$ cat src/rtl/cpu_ctrl_pkg.sv
// Shared definitions for the multi-cycle control unit: state encoding,
// instruction class / ALU opcode constants, NZCV bit positions and the
// wait-counter width.
package cpu_ctrl_pkg;

  typedef enum logic [2:0] {
    FETCH,
    DECODE,
    EXEC,
    ADDR,
    MEM_RD,
    MEM_WR,
    WB,
    WB_LD
  } state_e;

  // Instruction class, IR[27:26]; 2'b1x is undefined
  localparam logic [1:0] DP = 2'b00;
  localparam logic [1:0] LS = 2'b01;

  // ALU opcodes, IR[24:21]
  localparam logic [3:0] ADD = 4'h4;
  localparam logic [3:0] TST = 4'h8;
  localparam logic [3:0] TEQ = 4'h9;
  localparam logic [3:0] CMP = 4'hA;
  localparam logic [3:0] CMN = 4'hB;

  // NZCV bit indices
  localparam int unsigned N = 3;
  localparam int unsigned Z = 2;
  localparam int unsigned C = 1;
  localparam int unsigned V = 0;

  localparam int unsigned WAIT_W = 8;

  // Compare ops write flags only and never write back a result
  function automatic logic is_cmp(input logic [3:0] op);
    return (op == TST) || (op == TEQ) || (op == CMP) || (op == CMN);
  endfunction

endpackage

$ cat src/rtl/mcu_mem_timer.sv
// Data-memory wait timer.
//   clk, rst_n  : clock, async active-low reset
//   active      : FSM is in MEM_RD or MEM_WR
//   mem_ready   : memory completion
//   timeout_c   : combinational, high in the wait cycle that exhausts MEM_TO
module mcu_mem_timer
  import cpu_ctrl_pkg::*;
#(
  parameter int unsigned MEM_TO = 15
) (
  input  logic clk,
  input  logic rst_n,
  input  logic active,
  input  logic mem_ready,
  output logic timeout_c
);

  logic [WAIT_W-1:0] wait_cnt;

  // Held at zero outside the memory states, so it is clear on entry
  always_ff @(posedge clk or negedge rst_n) begin
    if (!rst_n) begin
      wait_cnt <= '0;
    end else if (!active) begin
      wait_cnt <= '0;
    end else if (!mem_ready) begin
      wait_cnt <= wait_cnt + WAIT_W'(1);
    end
  end

  // Fires on the cycle whose increment would bring the count to MEM_TO,
  // so the request is held exactly MEM_TO cycles; a ready in that same
  // cycle wins.
  assign timeout_c = active && !mem_ready && (wait_cnt == WAIT_W'(MEM_TO - 1));

endmodule

$ cat src/rtl/multicycle_control_unit.sv
// Multi-cycle control FSM downstream of instruction fetch.
//   clk, rst_n        : clock, async active-low reset
//   IR, W_IR_valid    : latched instruction and its condition-pass flag
//   alu_flags         : ALU NZCV result, valid in EXEC
//   mem_ready         : data memory completion
//   write_ir/write_pc : fetch strobes (FETCH)
//   NZCV              : architectural flags back to fetch
//   alu_op/alu_src_imm: ALU control (EXEC/ADDR)
//   latch_ab/latch_alu_out/rf_we/rf_wsel/mem_rd/mem_wr : datapath strobes
//   illegal, bus_err  : registered one-cycle error pulses
//   retired_cnt       : completed-instruction counter
module multicycle_control_unit
  import cpu_ctrl_pkg::*;
#(
  parameter int unsigned CNT_W  = 32,
  parameter int unsigned MEM_TO = 15
) (
  input  logic             clk,
  input  logic             rst_n,
  input  logic [31:0]      IR,
  input  logic             W_IR_valid,
  input  logic [3:0]       alu_flags,
  input  logic             mem_ready,
  output logic             write_ir,
  output logic             write_pc,
  output logic [3:0]       NZCV,
  output logic [3:0]       alu_op,
  output logic             alu_src_imm,
  output logic             latch_ab,
  output logic             latch_alu_out,
  output logic             rf_we,
  output logic             rf_wsel,
  output logic             mem_rd,
  output logic             mem_wr,
  output logic             illegal,
  output logic             bus_err,
  output logic [CNT_W-1:0] retired_cnt
);

  state_e state, state_nxt;

  logic [1:0] ir_class;
  logic [3:0] ir_op;
  logic       ir_s_l;
  logic       ir_imm;
  logic       op_cmp;
  logic       in_mem;
  logic       timeout_c;
  logic       retire_c;
  logic       unused_ir;

  assign ir_class  = IR[27:26];
  assign ir_imm    = IR[25];
  assign ir_op     = IR[24:21];
  assign ir_s_l    = IR[20];   // S for DP, L for LS
  assign op_cmp    = is_cmp(ir_op);
  assign in_mem    = (state == MEM_RD) || (state == MEM_WR);
  assign unused_ir = ^{IR[31:28], IR[19:0]};

  mcu_mem_timer #(.MEM_TO(MEM_TO)) u_timer (
    .clk       (clk),
    .rst_n     (rst_n),
    .active    (in_mem),
    .mem_ready (mem_ready),
    .timeout_c (timeout_c)
  );

  // State register
  always_ff @(posedge clk or negedge rst_n) begin
    if (!rst_n) state <= FETCH;
    else        state <= state_nxt;
  end

  // Next-state logic
  always_comb begin
    state_nxt = state;
    case (state)
      FETCH:  state_nxt = W_IR_valid ? DECODE : FETCH;
      DECODE: begin
        if (ir_class == DP)      state_nxt = EXEC;
        else if (ir_class == LS) state_nxt = ADDR;
        else                     state_nxt = FETCH;
      end
      EXEC:   state_nxt = op_cmp ? FETCH : WB;
      ADDR:   state_nxt = ir_s_l ? MEM_RD : MEM_WR;
      MEM_RD: begin
        if (mem_ready)      state_nxt = WB_LD;
        else if (timeout_c) state_nxt = FETCH;
      end
      MEM_WR: if (mem_ready || timeout_c) state_nxt = FETCH;
      WB:     state_nxt = FETCH;
      WB_LD:  state_nxt = FETCH;
      default: state_nxt = FETCH;
    endcase
  end

  // Moore outputs; gated by rst_n so every strobe drops the moment reset asserts
  always_comb begin
    write_ir      = 1'b0;
    write_pc      = 1'b0;
    latch_ab      = 1'b0;
    latch_alu_out = 1'b0;
    rf_we         = 1'b0;
    rf_wsel       = 1'b0;
    mem_rd        = 1'b0;
    mem_wr        = 1'b0;
    alu_op        = 4'h0;
    alu_src_imm   = 1'b0;
    if (rst_n) begin
      case (state)
        FETCH:  begin write_ir = 1'b1; write_pc = 1'b1; end
        DECODE: latch_ab = 1'b1;
        EXEC:   begin latch_alu_out = 1'b1; alu_op = ir_op; alu_src_imm = ir_imm; end
        ADDR:   begin latch_alu_out = 1'b1; alu_op = ADD; alu_src_imm = 1'b1; end
        MEM_RD: mem_rd = 1'b1;
        MEM_WR: mem_wr = 1'b1;
        WB:     rf_we = 1'b1;
        WB_LD:  begin rf_we = 1'b1; rf_wsel = 1'b1; end
        default: ;
      endcase
    end
  end

  assign retire_c = (state == WB) || (state == WB_LD) ||
                    ((state == EXEC) && op_cmp) ||
                    ((state == MEM_WR) && mem_ready);

  // Flags, retire counter and error pulses
  always_ff @(posedge clk or negedge rst_n) begin
    if (!rst_n) begin
      NZCV        <= 4'h0;
      retired_cnt <= '0;
      illegal     <= 1'b0;
      bus_err     <= 1'b0;
    end else begin
      if ((state == EXEC) && (ir_s_l || op_cmp)) NZCV <= alu_flags;
      if (retire_c) retired_cnt <= retired_cnt + CNT_W'(1);
      illegal <= (state == DECODE) && ir_class[1];
      bus_err <= timeout_c;
    end
  end

endmodule

$ cat config.mk
export PLATFORM = sky130hd
export DESIGN_NAME = multicycle_control_unit
export DESIGN_NICKNAME = d
export VERILOG_FILES = /design/src/rtl/cpu_ctrl_pkg.sv /design/src/rtl/mcu_mem_timer.sv /design/src/rtl/multicycle_control_unit.sv
export SDC_FILE = /design/constraint.sdc
export NUM_CORES = 1
export LEC_CHECK = 0
export ABC_AREA = 0
export CAP_MARGIN = 20
export CORE_MARGIN = 3
export CORE_UTILIZATION = 40
export DETAILED_ROUTE_END_ITERATION = 12
export MAX_ROUTING_LAYER = met4
export PLACE_DENSITY = 0.73
export RECOVER_POWER = 50
export SYNTH_ARGS = -nofsm -noshare
export SYNTH_HDL_FRONTEND = slang
export SYNTH_SLANG_ARGS = --single-unit
$ cat constraint.sdc
create_clock -name clk -period 1.8 [get_ports clk]
set_input_delay 0.36 -clock clk [delete_from_list [all_inputs] [get_ports clk]]
set_output_delay 0.36 -clock clk [all_outputs]
set_load 0.01 [all_outputs]
[Word level (Yosys, flattened, before mapping)]
Index checks and enable logic that the tools add are counted.
Operators by class
  equality and inequality tests: 16
  add/subtract/negate cells: 2
  reduce and logical (&&, ||, !) cells: 21
  muxes and demuxes: 29
Operators with widths (number)
  adder 32 x 1 -> 32 bit (second input constant): 1
  case mux 3 bit (7 select lines): 1
  two-way mux 1 bit: 17
  equality test 4 bit (second input constant): 4
  two-way mux 8 bit: 2
  equality test 3 bit (second input constant): 4
  two-way mux 3 bit: 4
  logical OR 1 bit: 9
  adder 8 x 1 -> 8 bit (second input constant): 1
  equality test 8 x 4 -> 1 bit (second input constant): 1
  case mux 4 bit (2 select lines): 1
  equality test 3 x 2 -> 1 bit (second input constant): 2
  logical AND 1 bit: 6
  two-way mux 2 bit: 2
  two-way mux 4 bit: 1
  != test 2 bit (second input constant): 2
  OR reduction 2 bit: 2
  equality test 3 x 1 -> 1 bit (second input constant): 1
  zero test 3 bit: 1
  != test 3 bit (second input constant): 1
  equality test 2 x 1 -> 1 bit (second input constant): 1
  zero test 2 bit: 1
  case mux 1 bit (2 select lines): 1
  AND reduction 2 bit: 1
  zero test 1 bit: 1
Storage, ports and cells
  register bits after elaboration: 49
  output and inout bits: 51
  word-level logic and storage cells: 74
  bits of input ports: 40

[Longest topological paths before layout]
  word-level depth: 7
  gate-level depth with buffers: 6
  gate-level depth less buffers: 6

[Cells and area by module]
From an unflattened synthesis, not the netlist that was laid out.
Second synthesis, totals
  cells, all modules: 245
  area, all modules: 2576.2 µm²
By module, submodules not included
  multicycle_control_unit: area each 2152.1 µm², times used 1, sequential area each 1026.0 µm², cells an instance 203
  mcu_mem_timer: area each 424.2 µm², times used 1, sequential area each 200.2 µm², cells an instance 42

[Least setup slack after synthesis]
No wires, ideal clock.
  kind: register to register
  start: reg retired_cnt[2]
  end: reg retired_cnt[28]
  library setup time: 0.079 ns
  buffers on the path: 2
  required time: 1.721 ns
  setup slack: 0.034 ns
  period minus slack after synthesis: 1.766 ns
  cell stages (with the launch flop): 7
  data arrival time: 1.687 ns
  path through: dfrtp_1 -> clkbuf_1 -> nand2_1 -> or4_4 -> buf_6 -> nor4b_2 -> xor2_1
Between the ends
  longest elaborated chain between the ends: 1
Ends and longest elaborated chain
  start, declared: line multicycle_control_unit.sv:37  | output logic [CNT_W-1:0] retired_cnt
  start signal, assigned: line multicycle_control_unit.sv:137  | if (retire_c) retired_cnt <= retired_cnt + CNT_W'(1);
  adder 32 x 1 -> 32 bit: line multicycle_control_unit.sv:137
Every way passes these cells.
A chain may end at the register's enable or synchronous reset.

[Final worst setup path]
  start: reg state[1]
  end: out mem_rd
Between the ends
  longest elaborated chain between the ends: 3
Ends and longest elaborated chain
  start, declared: line multicycle_control_unit.sv:40  | state_e state, state_nxt;
  start signal, assigned: line multicycle_control_unit.sv:71  | else state <= state_nxt;
  equality test 3 bit: line multicycle_control_unit.sv:110  | case (state)
  two-way mux 1 bit: line multicycle_control_unit.sv:110
  two-way mux 1 bit: line multicycle_control_unit.sv:109  | if (rst_n) begin
  end, declared: line multicycle_control_unit.sv:33  | output logic mem_rd,
Every way passes these cells.

==> impl_metrics.tcl <==
set metrics [dict create \
    clk_pin_slew_ps 80 \
    route.detailed.drc 0 \
    routed_via_density 5.28 \
    htreeDepth 2 \
    hold_violations 0 \
    clk_path_buf_depth 2 \
    drt_iter0_markers 67 \
    final-instance-count-excl-fill 421 \
    critPathRequiredTime_ps 1440 \
    start_util_pct 42.2 \
    finish.instance_area_um2 3610 \
    cts_made_buffers 5 \
    finalNetCount 388 \
    syn_nets 290 \
    synth_top_area_share_pct 48.3 \
    vias 2221 \
    post-route-min-period_ps 1750 \
    cpPeakStageDelay_ps 450 \
    hpwl_um 4550 \
    port_buffers 66 \
    setup_viol 0 \
    ant_nets 0 \
    worst_slack_ps 48.7 \
    yosys.area.top_type "dfrtp_1" \
    grt_pass1_wl_um 10500 \
    ys_ff_latch 49 \
    hold_class "input port to async pin" \
    yosys_warnings 0 \
    drive_above_1_share_pct 21.4 \
    wire_per_inst_um 15.1 \
    status "completed" \
    whs_ps 72.3 \
    cp_max_fo 6 \
    antenna_found_initial 0 \
    rows 28 \
    skew_ps 13.7 \
    io_pins 91 \
    cpMaxStageDelayCell "dfrtp_2" \
    fp.dieW_um 85.7 \
    critPathLaunchType "flop" \
    die-area_um2 7340 \
    final_util_pct 59.9 \
    clk-insertion-delay-late_ps 310 \
    fp.coreArea_um2 6030 \
    synthCells 247 \
    slew_violations 0 \
    cts_hold_buffers 0 \
    total_power_mw 3.55 \
    grt_max_degree 36 \
    fin_crit_sh_pct 97.3 \
    gr-total-overflow 0 \
    postRouteWirelength_um 6350 \
    worstMarginPinSlew_ps 437 \
    place_ws_ps -265 \
    cp.arrival_ps 1390 \
    setup_tns_ps 0 \
    numClockSinks 49 \
    synthesis.area_um2 2540 \
    p_leak_nw 1.63 \
    maxCapViolCount 0 \
    rsz0062_at_grt "yes" \
    synth.distinct_cells 39 \
    syn_avg_cell_area_um2 10.3 \
    die_h_um 85.7 \
    slew_headroom_pct 70.9 \
    cts-root-buf "clkbuf_8" \
    placedCellCount 407 \
    criticalPathCategory "flop to output port" \
    place_area_um2 3460 \
    critPathMostFrequentCell "buf_4" \
    max_freq_mhz 571 \
    cts_tree "built" \
    drt_pass1_iterations 6 \
    grt_pass1_vias 2219 \
    globalplace.congestion 0.846 \
    grt_usage_pct 18.1 \
    synth_seq_area_share_pct 48.3 \
    ys_top_cells_by_area "dfrtp_1 (48%), xnor2_1 (7.2%), xor2_1 (5.5%)" \
    area_growth_syn_to_layout_pct 42.0 \
    cp_cell_sequence "buf_4 > buf_4 > nor3_1 > clkbuf_2" \
    cp-end-kind "output port" \
    ir_drop_v 0.000509 \
    n_antenna_cell 0 \
    power_density_nw_per_um2 984 \
]
worst paths after layout:
kind                       cells past startpoint  slack [ps]                        start                     endpoint
setup / recovery                               4          50         state[1]$_DFFE_PN0P_                       mem_rd
hold / removal                                 2          70                        rst_n         state[2]$_DFFE_PN0P_
setup reg to reg                               8          90         state[1]$_DFFE_PN0P_   retired_cnt[6]$_DFFE_PN0P_
hold reg to reg                                1         500  retired_cnt[30]$_DFFE_PN0P_  retired_cnt[30]$_DFFE_PN0P_
max in group asynchronous                      2        1230                        rst_n  retired_cnt[11]$_DFFE_PN0P_
min in group clk                               1         500  retired_cnt[30]$_DFFE_PN0P_  retired_cnt[30]$_DFFE_PN0P_
report_power, final:
part	internal (mW)	total (mW)	switching, mW
Combinational	0.799	1.49	0.695
Sequential	1.26	1.37	0.114
Clock	0.312	0.685	0.373
Total	2.37	3.55	1.18
registers in the layout, indices dropped and copies added (netlist names):
| signal | flops |
|---|---|
| NZCV | 4 |
| bus_err | 1 |
| illegal | 1 |
| retired_cnt | 32 |
| state | 3 |
| u_timer.wait_cnt | 8 |
critical path: cells and delay by family, from the launching register on:
kind,cells,cell delay [ps]
buffers and inverters,3,460
AND/OR/NAND/NOR,1,180
flip-flops,1,450
Yosys cell counts, drive strengths merged:
cell type / instances
and3: 16
o32ai: 1
or3: 1
mux2: 5
o21ai: 5
inv: 5
nor4b: 2
nand2: 15
and4: 5
a2bb2oi: 1
nor4bb: 1
nand3b: 2
a31oi: 1
ha: 3
nand2b: 4
xor2: 16
o2bb2ai: 2
a22o: 1
nor3b: 2
and2: 2
clkbuf: 7
nand4: 15
nor4: 3
nand4bb: 1
buf: 3
dfrtp: 49
nand4b: 2
nor3: 9
a21oi: 6
nand3: 15
nor2: 22
nor2b: 2
or4: 2
xnor2: 21
cell type report:
| type | instances | area [um^2] |
|---|---|---|
| inverter | 5 | 18.8 |
| fill | 513 | 2420 |
| timing repair buffer | 100 | 873 |
| clock buffer | 6 | 82.6 |
| multi-input combinational | 184 | 1300 |
| tap | 75 | 93.8 |
| clock inverter | 2 | 13.8 |
| sequential | 49 | 1230 |
cells in the final DEF (no fill, tap or decap), types with 14 or more instances in the layout:
cell type and instances:
and3_1 14, xor2_1 16, buf_4 33, dfrtp_1 47, nand2_1 15, nand4_1 15, nor2_1 22, nand3_1 14
xnor2_1 20, clkdlybuf4s50_1 52
timing repair:
| item | in CTS | in global routing |
|---|---|---|
| cloned | 0 | 1 |
| pin swaps | 0 | 2 |
| resized for setup | 27 | 15 |
| setup endpoints to repair | 13 | 16 |
| buffers inserted | 5 | 0 |
routing by layer:
layer	vias up	GRT usage (%)	share of wire, %
li1	1078	-	-
met1	1083	22.2	44
met2	54	31.2	51
met3	6	3.36	4.8
met4	0	3.60	0.69
met5	-	-	0
kinds of logic (layout without fill, tap and decap cells):
| family | after synthesis | count (layout) | synth area share [%] |
|---|---|---|---|
| simple gates | 121 | 121 | 28.2 |
| buf+inv | 15 | 113 | 2.71 |
| flops | 49 | 49 | 48.3 |
| compound gates | 17 | 18 | 4.38 |
| xor+xnor | 37 | 37 | 12.8 |
| fa+ha+maj | 3 | 3 | 1.48 |
| mux | 5 | 5 | 2.22 |
(Power assumes the default switching activity.)
